[config.mk]
export PLATFORM = sky130hd
export DESIGN_NAME = module_banco_registros_flat
export DESIGN_NICKNAME = d
export VERILOG_FILES = /design/src/rtl/module_banco_registros_pkg.sv /design/src/rtl/module_banco_registros_if.sv /design/src/rtl/module_banco_registros_reg_ce.sv /design/src/rtl/module_banco_registros.sv /design/src/flat_wrapper.sv
export SDC_FILE = /design/constraint.sdc
export NUM_CORES = 1
export LEC_CHECK = 0
export ABC_AREA = 1
export CORE_MARGIN = 4
export CORE_UTILIZATION = 50
export CTS_BUF_LIST = sky130_fd_sc_hd__clkbuf_4
export CTS_CLUSTER_DIAMETER = 60
export CTS_CLUSTER_SIZE = 40
export DETAILED_ROUTE_END_ITERATION = 8
export GPL_TIMING_DRIVEN = 1
export PLACE_DENSITY = 0.79
export SYNTH_ARGS = -nofsm -noshare
export SYNTH_HDL_FRONTEND = slang
export SYNTH_HIERARCHICAL = 1
export SYNTH_SLANG_ARGS = --single-unit
[constraint.sdc]
create_clock -name clk -period 1.34 [get_ports clk]
set_input_delay 0.134 -clock clk [delete_from_list [all_inputs] [get_ports clk]]
set_output_delay 0.134 -clock clk [all_outputs]
set_load 0.02 [all_outputs]
[src/rtl/module_banco_registros_pkg.sv]
// rtl/module_banco_registros_pkg.sv - shared limits and width helper for the register bank
// Purpose: parameter limits and the count-width helper used by the bank and its interface.
// Ports: none (package).
package banco_pkg;

  localparam int WIDTH_MAX = 32;
  localparam int DEPTH_MAX = 32;

  // Width needed to hold a count of 0..depth inclusive.
  function automatic int cnt_w(input int depth);
    return $clog2(depth + 1);
  endfunction

endpackage

[src/rtl/module_banco_registros_if.sv]
// rtl/module_banco_registros_if.sv - write/read/clear bus of the register bank
// Purpose: groups the bank's write, clear, dual read and count signals.
// Ports (signals): we_i, waddr_i, wdata_i, clr_i, raddr_a_i, raddr_b_i (master -> bank),
//   rdata_a_o, rdata_b_o, rvalid_a_o, rvalid_b_o, count_o (bank -> master).
// Modports: master (datapath/bench side), slave (bank side).
interface module_banco_registros_if #(
  parameter int WIDTH = 4,
  parameter int DEPTH = 8
);
  import banco_pkg::*;

  localparam int AW = $clog2(DEPTH);
  localparam int CW = cnt_w(DEPTH);

  logic             we_i;
  logic [AW-1:0]    waddr_i;
  logic [WIDTH-1:0] wdata_i;
  logic             clr_i;
  logic [AW-1:0]    raddr_a_i;
  logic [AW-1:0]    raddr_b_i;
  logic [WIDTH-1:0] rdata_a_o;
  logic [WIDTH-1:0] rdata_b_o;
  logic             rvalid_a_o;
  logic             rvalid_b_o;
  logic [CW-1:0]    count_o;

  modport master (
    output we_i, waddr_i, wdata_i, clr_i, raddr_a_i, raddr_b_i,
    input  rdata_a_o, rdata_b_o, rvalid_a_o, rvalid_b_o, count_o
  );

  modport slave (
    input  we_i, waddr_i, wdata_i, clr_i, raddr_a_i, raddr_b_i,
    output rdata_a_o, rdata_b_o, rvalid_a_o, rvalid_b_o, count_o
  );

endinterface

[src/rtl/module_banco_registros_reg_ce.sv]
// rtl/module_banco_registros_reg_ce.sv - WIDTH-bit register with clock enable
// Purpose: one storage entry of the bank; loads i_d when i_en is high.
// Ports: clk, rst_n (async active-low), i_en (load strobe), i_d (data in), o_q (stored data).
module module_reg_ce #(
  parameter int WIDTH = 4
) (
  input  logic             clk,
  input  logic             rst_n,
  input  logic             i_en,
  input  logic [WIDTH-1:0] i_d,
  output logic [WIDTH-1:0] o_q
);

  logic [WIDTH-1:0] r_q;

  always_ff @(posedge clk or negedge rst_n) begin
    if (!rst_n) begin
      r_q <= '0;
    end else if (i_en) begin
      r_q <= i_d;
    end
  end

  assign o_q = r_q;

endmodule

[src/rtl/module_banco_registros.sv]
// rtl/module_banco_registros.sv - DEPTH x WIDTH register bank with valid flags and two read ports
// Purpose: one write port, two registered read ports, per-entry valid flags, bulk clear and
//   a live count of valid entries.
// Ports: clk, rst_n (async active-low), bus (module_banco_registros_if.slave).
// Option: BANCO_BYPASS_EN - when defined, a read of the address being written in the same
//   cycle (write not cancelled by clear) returns the new data with rvalid=1.
module module_banco_registros
  import banco_pkg::*;
#(
  parameter int WIDTH = 4,
  parameter int DEPTH = 8
) (
  input  logic                           clk,
  input  logic                           rst_n,
  module_banco_registros_if.slave        bus
);

  localparam int AW = $clog2(DEPTH);
  localparam int CW = cnt_w(DEPTH);

  logic [DEPTH-1:0] w_we;
  logic [WIDTH-1:0] w_q [DEPTH];
  logic [DEPTH-1:0] r_valid;
  logic [CW-1:0]    r_count;
  logic             w_new;

  logic [WIDTH-1:0] w_rdata_a, w_rdata_b;
  logic             w_rvalid_a, w_rvalid_b;
  logic [WIDTH-1:0] r_rdata_a, r_rdata_b;
  logic             r_rvalid_a, r_rvalid_b;

  // Decoded write strobes; clear suppresses the write and out-of-range addresses match nothing.
  for (genvar g = 0; g < DEPTH; g++) begin : g_entry
    assign w_we[g] = bus.we_i && !bus.clr_i && (bus.waddr_i == AW'(g));

    module_reg_ce #(.WIDTH(WIDTH)) u_reg (
      .clk   (clk),
      .rst_n (rst_n),
      .i_en  (w_we[g]),
      .i_d   (bus.wdata_i),
      .o_q   (w_q[g])
    );
  end

  // Counter only moves when a write lands on a previously invalid entry, so it cannot pass DEPTH.
  assign w_new = |(w_we & ~r_valid);

  always_ff @(posedge clk or negedge rst_n) begin
    if (!rst_n) begin
      r_valid <= '0;
      r_count <= '0;
    end else if (bus.clr_i) begin
      r_valid <= '0;
      r_count <= '0;
    end else begin
      r_valid <= r_valid | w_we;
      if (w_new) begin
        r_count <= r_count + CW'(1);
      end
    end
  end

  // Read muxes compare against each entry index so out-of-range addresses fall through to zero.
  always_comb begin
    w_rdata_a  = '0;
    w_rvalid_a = 1'b0;
    w_rdata_b  = '0;
    w_rvalid_b = 1'b0;
    for (int i = 0; i < DEPTH; i++) begin
      if (bus.raddr_a_i == AW'(i)) begin
        w_rdata_a  = w_q[i];
        w_rvalid_a = r_valid[i];
      end
      if (bus.raddr_b_i == AW'(i)) begin
        w_rdata_b  = w_q[i];
        w_rvalid_b = r_valid[i];
      end
    end
`ifdef BANCO_BYPASS_EN
    // |w_we already implies we_i, no clear and an in-range write address.
    if (|w_we && (bus.raddr_a_i == bus.waddr_i)) begin
      w_rdata_a  = bus.wdata_i;
      w_rvalid_a = 1'b1;
    end
    if (|w_we && (bus.raddr_b_i == bus.waddr_i)) begin
      w_rdata_b  = bus.wdata_i;
      w_rvalid_b = 1'b1;
    end
`else
`endif
  end

  always_ff @(posedge clk or negedge rst_n) begin
    if (!rst_n) begin
      r_rdata_a  <= '0;
      r_rdata_b  <= '0;
      r_rvalid_a <= 1'b0;
      r_rvalid_b <= 1'b0;
    end else begin
      r_rdata_a  <= w_rdata_a;
      r_rdata_b  <= w_rdata_b;
      r_rvalid_a <= w_rvalid_a;
      r_rvalid_b <= w_rvalid_b;
    end
  end

  assign bus.rdata_a_o  = r_rdata_a;
  assign bus.rdata_b_o  = r_rdata_b;
  assign bus.rvalid_a_o = r_rvalid_a;
  assign bus.rvalid_b_o = r_rvalid_b;
  assign bus.count_o    = r_count;

endmodule

[src/flat_wrapper.sv]
// flat-port wrapper written by rule: the top's interface ports become plain ports
module module_banco_registros_flat import banco_pkg::*;
#(
  parameter int WIDTH = 4,
  parameter int DEPTH = 8
)
  (clk, rst_n, bus_we_i, bus_waddr_i, bus_wdata_i, bus_clr_i, bus_raddr_a_i, bus_raddr_b_i, bus_rdata_a_o, bus_rdata_b_o, bus_rvalid_a_o, bus_rvalid_b_o, bus_count_o);
  module_banco_registros_if #(.WIDTH(WIDTH), .DEPTH(DEPTH)) bus_i ();
  input  logic clk;
  input  logic rst_n;
  input wire logic [$bits(bus_i.we_i)-1:0] bus_we_i;
  input wire logic [$bits(bus_i.waddr_i)-1:0] bus_waddr_i;
  input wire logic [$bits(bus_i.wdata_i)-1:0] bus_wdata_i;
  input wire logic [$bits(bus_i.clr_i)-1:0] bus_clr_i;
  input wire logic [$bits(bus_i.raddr_a_i)-1:0] bus_raddr_a_i;
  input wire logic [$bits(bus_i.raddr_b_i)-1:0] bus_raddr_b_i;
  output wire logic [$bits(bus_i.rdata_a_o)-1:0] bus_rdata_a_o;
  output wire logic [$bits(bus_i.rdata_b_o)-1:0] bus_rdata_b_o;
  output wire logic [$bits(bus_i.rvalid_a_o)-1:0] bus_rvalid_a_o;
  output wire logic [$bits(bus_i.rvalid_b_o)-1:0] bus_rvalid_b_o;
  output wire logic [$bits(bus_i.count_o)-1:0] bus_count_o;
  assign bus_i.we_i = bus_we_i;
  assign bus_i.waddr_i = bus_waddr_i;
  assign bus_i.wdata_i = bus_wdata_i;
  assign bus_i.clr_i = bus_clr_i;
  assign bus_i.raddr_a_i = bus_raddr_a_i;
  assign bus_i.raddr_b_i = bus_raddr_b_i;
  assign bus_rdata_a_o = bus_i.rdata_a_o;
  assign bus_rdata_b_o = bus_i.rdata_b_o;
  assign bus_rvalid_a_o = bus_i.rvalid_a_o;
  assign bus_rvalid_b_o = bus_i.rvalid_b_o;
  assign bus_count_o = bus_i.count_o;
  module_banco_registros #(.WIDTH(WIDTH), .DEPTH(DEPTH)) u_core (.clk(clk), .rst_n(rst_n), .bus(bus_i));
endmodule
==> impl_metrics.ini <==
[clock_tree]
cts_root_buf = clkbuf_4
clk_pin_slew_ns = 0.15
cts_setup_buffers = 0
cts_max_path_buffers = 2
clkLatencyLatePin_ns = 0.37
cts_tree = built
cts_buffers = 5
h-tree-depth = 2
cts_sinks = 54

[routing]
route.vias.total = 2689
wl_per_cell_microns = 13.7
drcViolationCount = 0
postRouteAntennaNets = 0
viasPerCell = 5.23
first_pass_iters = 4
drt_wl_total_mm = 7.05
drt_iter0_markers = 220

[cells_and_area]
finalNonFillerCells = 514
final.fill_count = 522
drive_gt1_share_pct = 16.5
diodes = 0
final_cell_area_sq_um = 3490
final_util_pct = 63.1
layout.nets = 459
syn_to_final_growth_pct = 22.3

[critical_path]
worst-path-buf-inv = 1
end_kind = primary output
crit_required_ns = 1.21
cp_max_fo = 5
cpPeakStageDelay_ns = 0.46
worstPathArrival_ns = 1.16
startpoint_type = flip-flop
cp_top_family = flip-flops
critical_path.cell_chain = clkdlybuf4s15_1
slowest_stage = dfrtp_1
worstSetupPathType = flip-flop to primary output

[die]
initial_core_util_pct = 51.6
die_w_microns = 83.6
io_pins = 31
die_area_sq_um = 6990
die_y_microns = 83.6
fp-row-count = 27
core-area_sq_um = 5540

[min_path]
hold_class = input pin to asynchronous set/reset pin

[sta]
grt_setup_unrepaired = false
period_share_pct = 96.9
max-slew-margin-rel_pct = 74.2
skew_ns = 0.00615
fmax_mhz = 770
worst_slack_ns = 0.0416
slew_violations = 0
tns_ns = 0
min_period_ns = 1.30
finalHoldViolations = 0
worst_pin_slew_ns = 0.386
setup_viol = 0

[placed_design]
dp.cells = 505
placed_cell_area_sq_um = 3430
preCtsSetupSlack_ns = -0.290
gp_congestion = 0.868
post-dp-hpwl_mm = 5.31
io_buffer_count = 30

[logic_synthesis]
synthXorXnorAreaFrac_pct = 0.613
synthAdderAreaFrac_pct = 0.438
synthArstFlopShare_pct = 100
yosysSeqAreaShare_pct = 47.3
synthesis.nets = 399
synthMostInstantiatedCell = nand2_1
synthFlopType = dfrtp_1
yosysTopAreaCell = dfrtp_1
synthMuxAreaShare_pct = 0
synth_cell_type_count = 21
synthTopCellsByArea = dfrtp_1 47%, nand2_1 21%, nand4_1 7.9%, nor2_1 6.2%, inv_1 2.9%
syn_area_sq_um = 2860
yosys_warnings = 6
synth_top_family_by_area = simple AND/OR/NAND/NOR gates
synthTopCellsByCount = 158 x nand2_1, 54 x dfrtp_1, 47 x nor2_1
syn_inst = 381
synth_compound_area_share_pct = 0
ys_seq_elements = 54
synth_top_area_share_pct = 47.3
synth.avg_cell_area_sq_um = 7.50
synthSimpleGateAreaFrac_pct = 44.7
synth_edf_count = 0

[run]
drv_cap = 0

[status]
outcome = complete, no violations

[power_and_ir_drop]
power.leakage_nw = 1.77
power_density_nw_per_um2 = 1030
ir_drop_uv = 559

[grt]
grt_pass1_wl_mm = 11.9
grt_max_degree = 55
antenna_found_initial = 0
overflow = 0
grt_pass1_vias = 2537
track_usage_pct = 20.9
==> flip-flops by register name, summed over array words and instances, names as in the netlist <==
signal                    count
u_core/g_entry.u_reg/o_q     32
u_core/r_valid                8
u_core/bus.count_o            4
u_core/bus.rdata_a_o          4
u_core/bus.rdata_b_o          4
u_core/bus.rvalid_a_o         1
u_core/bus.rvalid_b_o         1
==> through the flow <==
stage | hold slack [ns] | power, mW
after floorplan | -0.162 | 2.53
after global placement | 0.146 | 2.93
after detailed placement | 0.150 | 2.96
after CTS | 0.271 | 3.62
after global routing | 0.294 | 3.81
final | 0.258 | 3.61
==> cell families after synthesis <==
| family | Yosys count |
|---|---|
| and+or+nand+nor | 282 |
| DFF | 54 |
| buffers and inverters | 42 |
| xor gates and xnor gates | 2 |
| adders and majority gates | 1 |
==> power by group <==
| group | switching (mW) | internal, mW |
|---|---|---|
| combinational | 0.479 | 0.317 |
| clock | 0.511 | 0.206 |
| sequential | 0.210 | 1.89 |
| total | 1.20 | 2.41 |
==> layout by cell type, fill, tap and decap left out, types with 3 or more instances in the layout <==
cell type / synthesis / final
nor3_2: 4 / 7
inv_1: 22 / 22
dfrtp_1: 54 / 54
dlygate4sd2_1: 0 / 11
nand3_1: 16 / 16
nand4_1: 36 / 36
nor3_1: 6 / 3
nand2_1: 158 / 158
clkbuf_4: 0 / 5
nor2_1: 47 / 45
nor2_2: 2 / 4
nand2_2: 5 / 5
nor2_4: 4 / 4
inv_2: 12 / 12
buf_4: 2 / 27
clkdlybuf4s50_1: 0 / 15
==> final cells by class <==
type | instances | area [sq um] | share of cell area, %
clock inverter | 3 | 20.0 | 0.573
clock buffer | 5 | 37.5 | 1.07
inverter | 35 | 139 | 3.97
tap | 72 | 90.1 | 2.58
sequential | 54 | 1350 | 38.7
timing repair buffer | 60 | 529 | 15.1
multi-input combinational | 285 | 1330 | 38.0
==> metal layers <==
layer	part of all wire, %	vias to the layer above	wire, microns	GRT usage (%)
met5	0	-	0	0
met4	2.2	0	157	6.87
met3	6.2	13	438	3.75
met2	46	84	3250	32.8
met1	46	1255	3210	29.4
li1	-	1337	-	-
==> what timing repair did <==
action,CTS,global route
setup endpoints to repair,14,11
hold endpoints to repair,54,0
hold buffers,1,0
resized for setup,14,9
==> final timing paths <==
kind	start	to	slack, ns	depth (start not counted)
max reg2reg	u_core/r_valid[0]$_DFF_PN0_	u_core/bus.count_o[0]$_DFFE_PN0P_	0.17	7
max	u_core/bus.count_o[0]$_DFFE_PN0P_	bus_count_o[0]	0.04	1
max in group asynchronous	rst_n	u_core/g_entry[7].u_reg/o_q[2]$_DFFE_PN0P_	0.85	3
min in group clk	u_core/g_entry[4].u_reg/o_q[2]$_DFFE_PN0P_	u_core/g_entry[4].u_reg/o_q[2]$_DFFE_PN0P_	0.50	2
min	rst_n	u_core/g_entry[2].u_reg/o_q[0]$_DFFE_PN0P_	0.26	3
min reg2reg	u_core/g_entry[4].u_reg/o_q[2]$_DFFE_PN0P_	u_core/g_entry[4].u_reg/o_q[2]$_DFFE_PN0P_	0.50	2
Power figures use the tool's default switching activity.
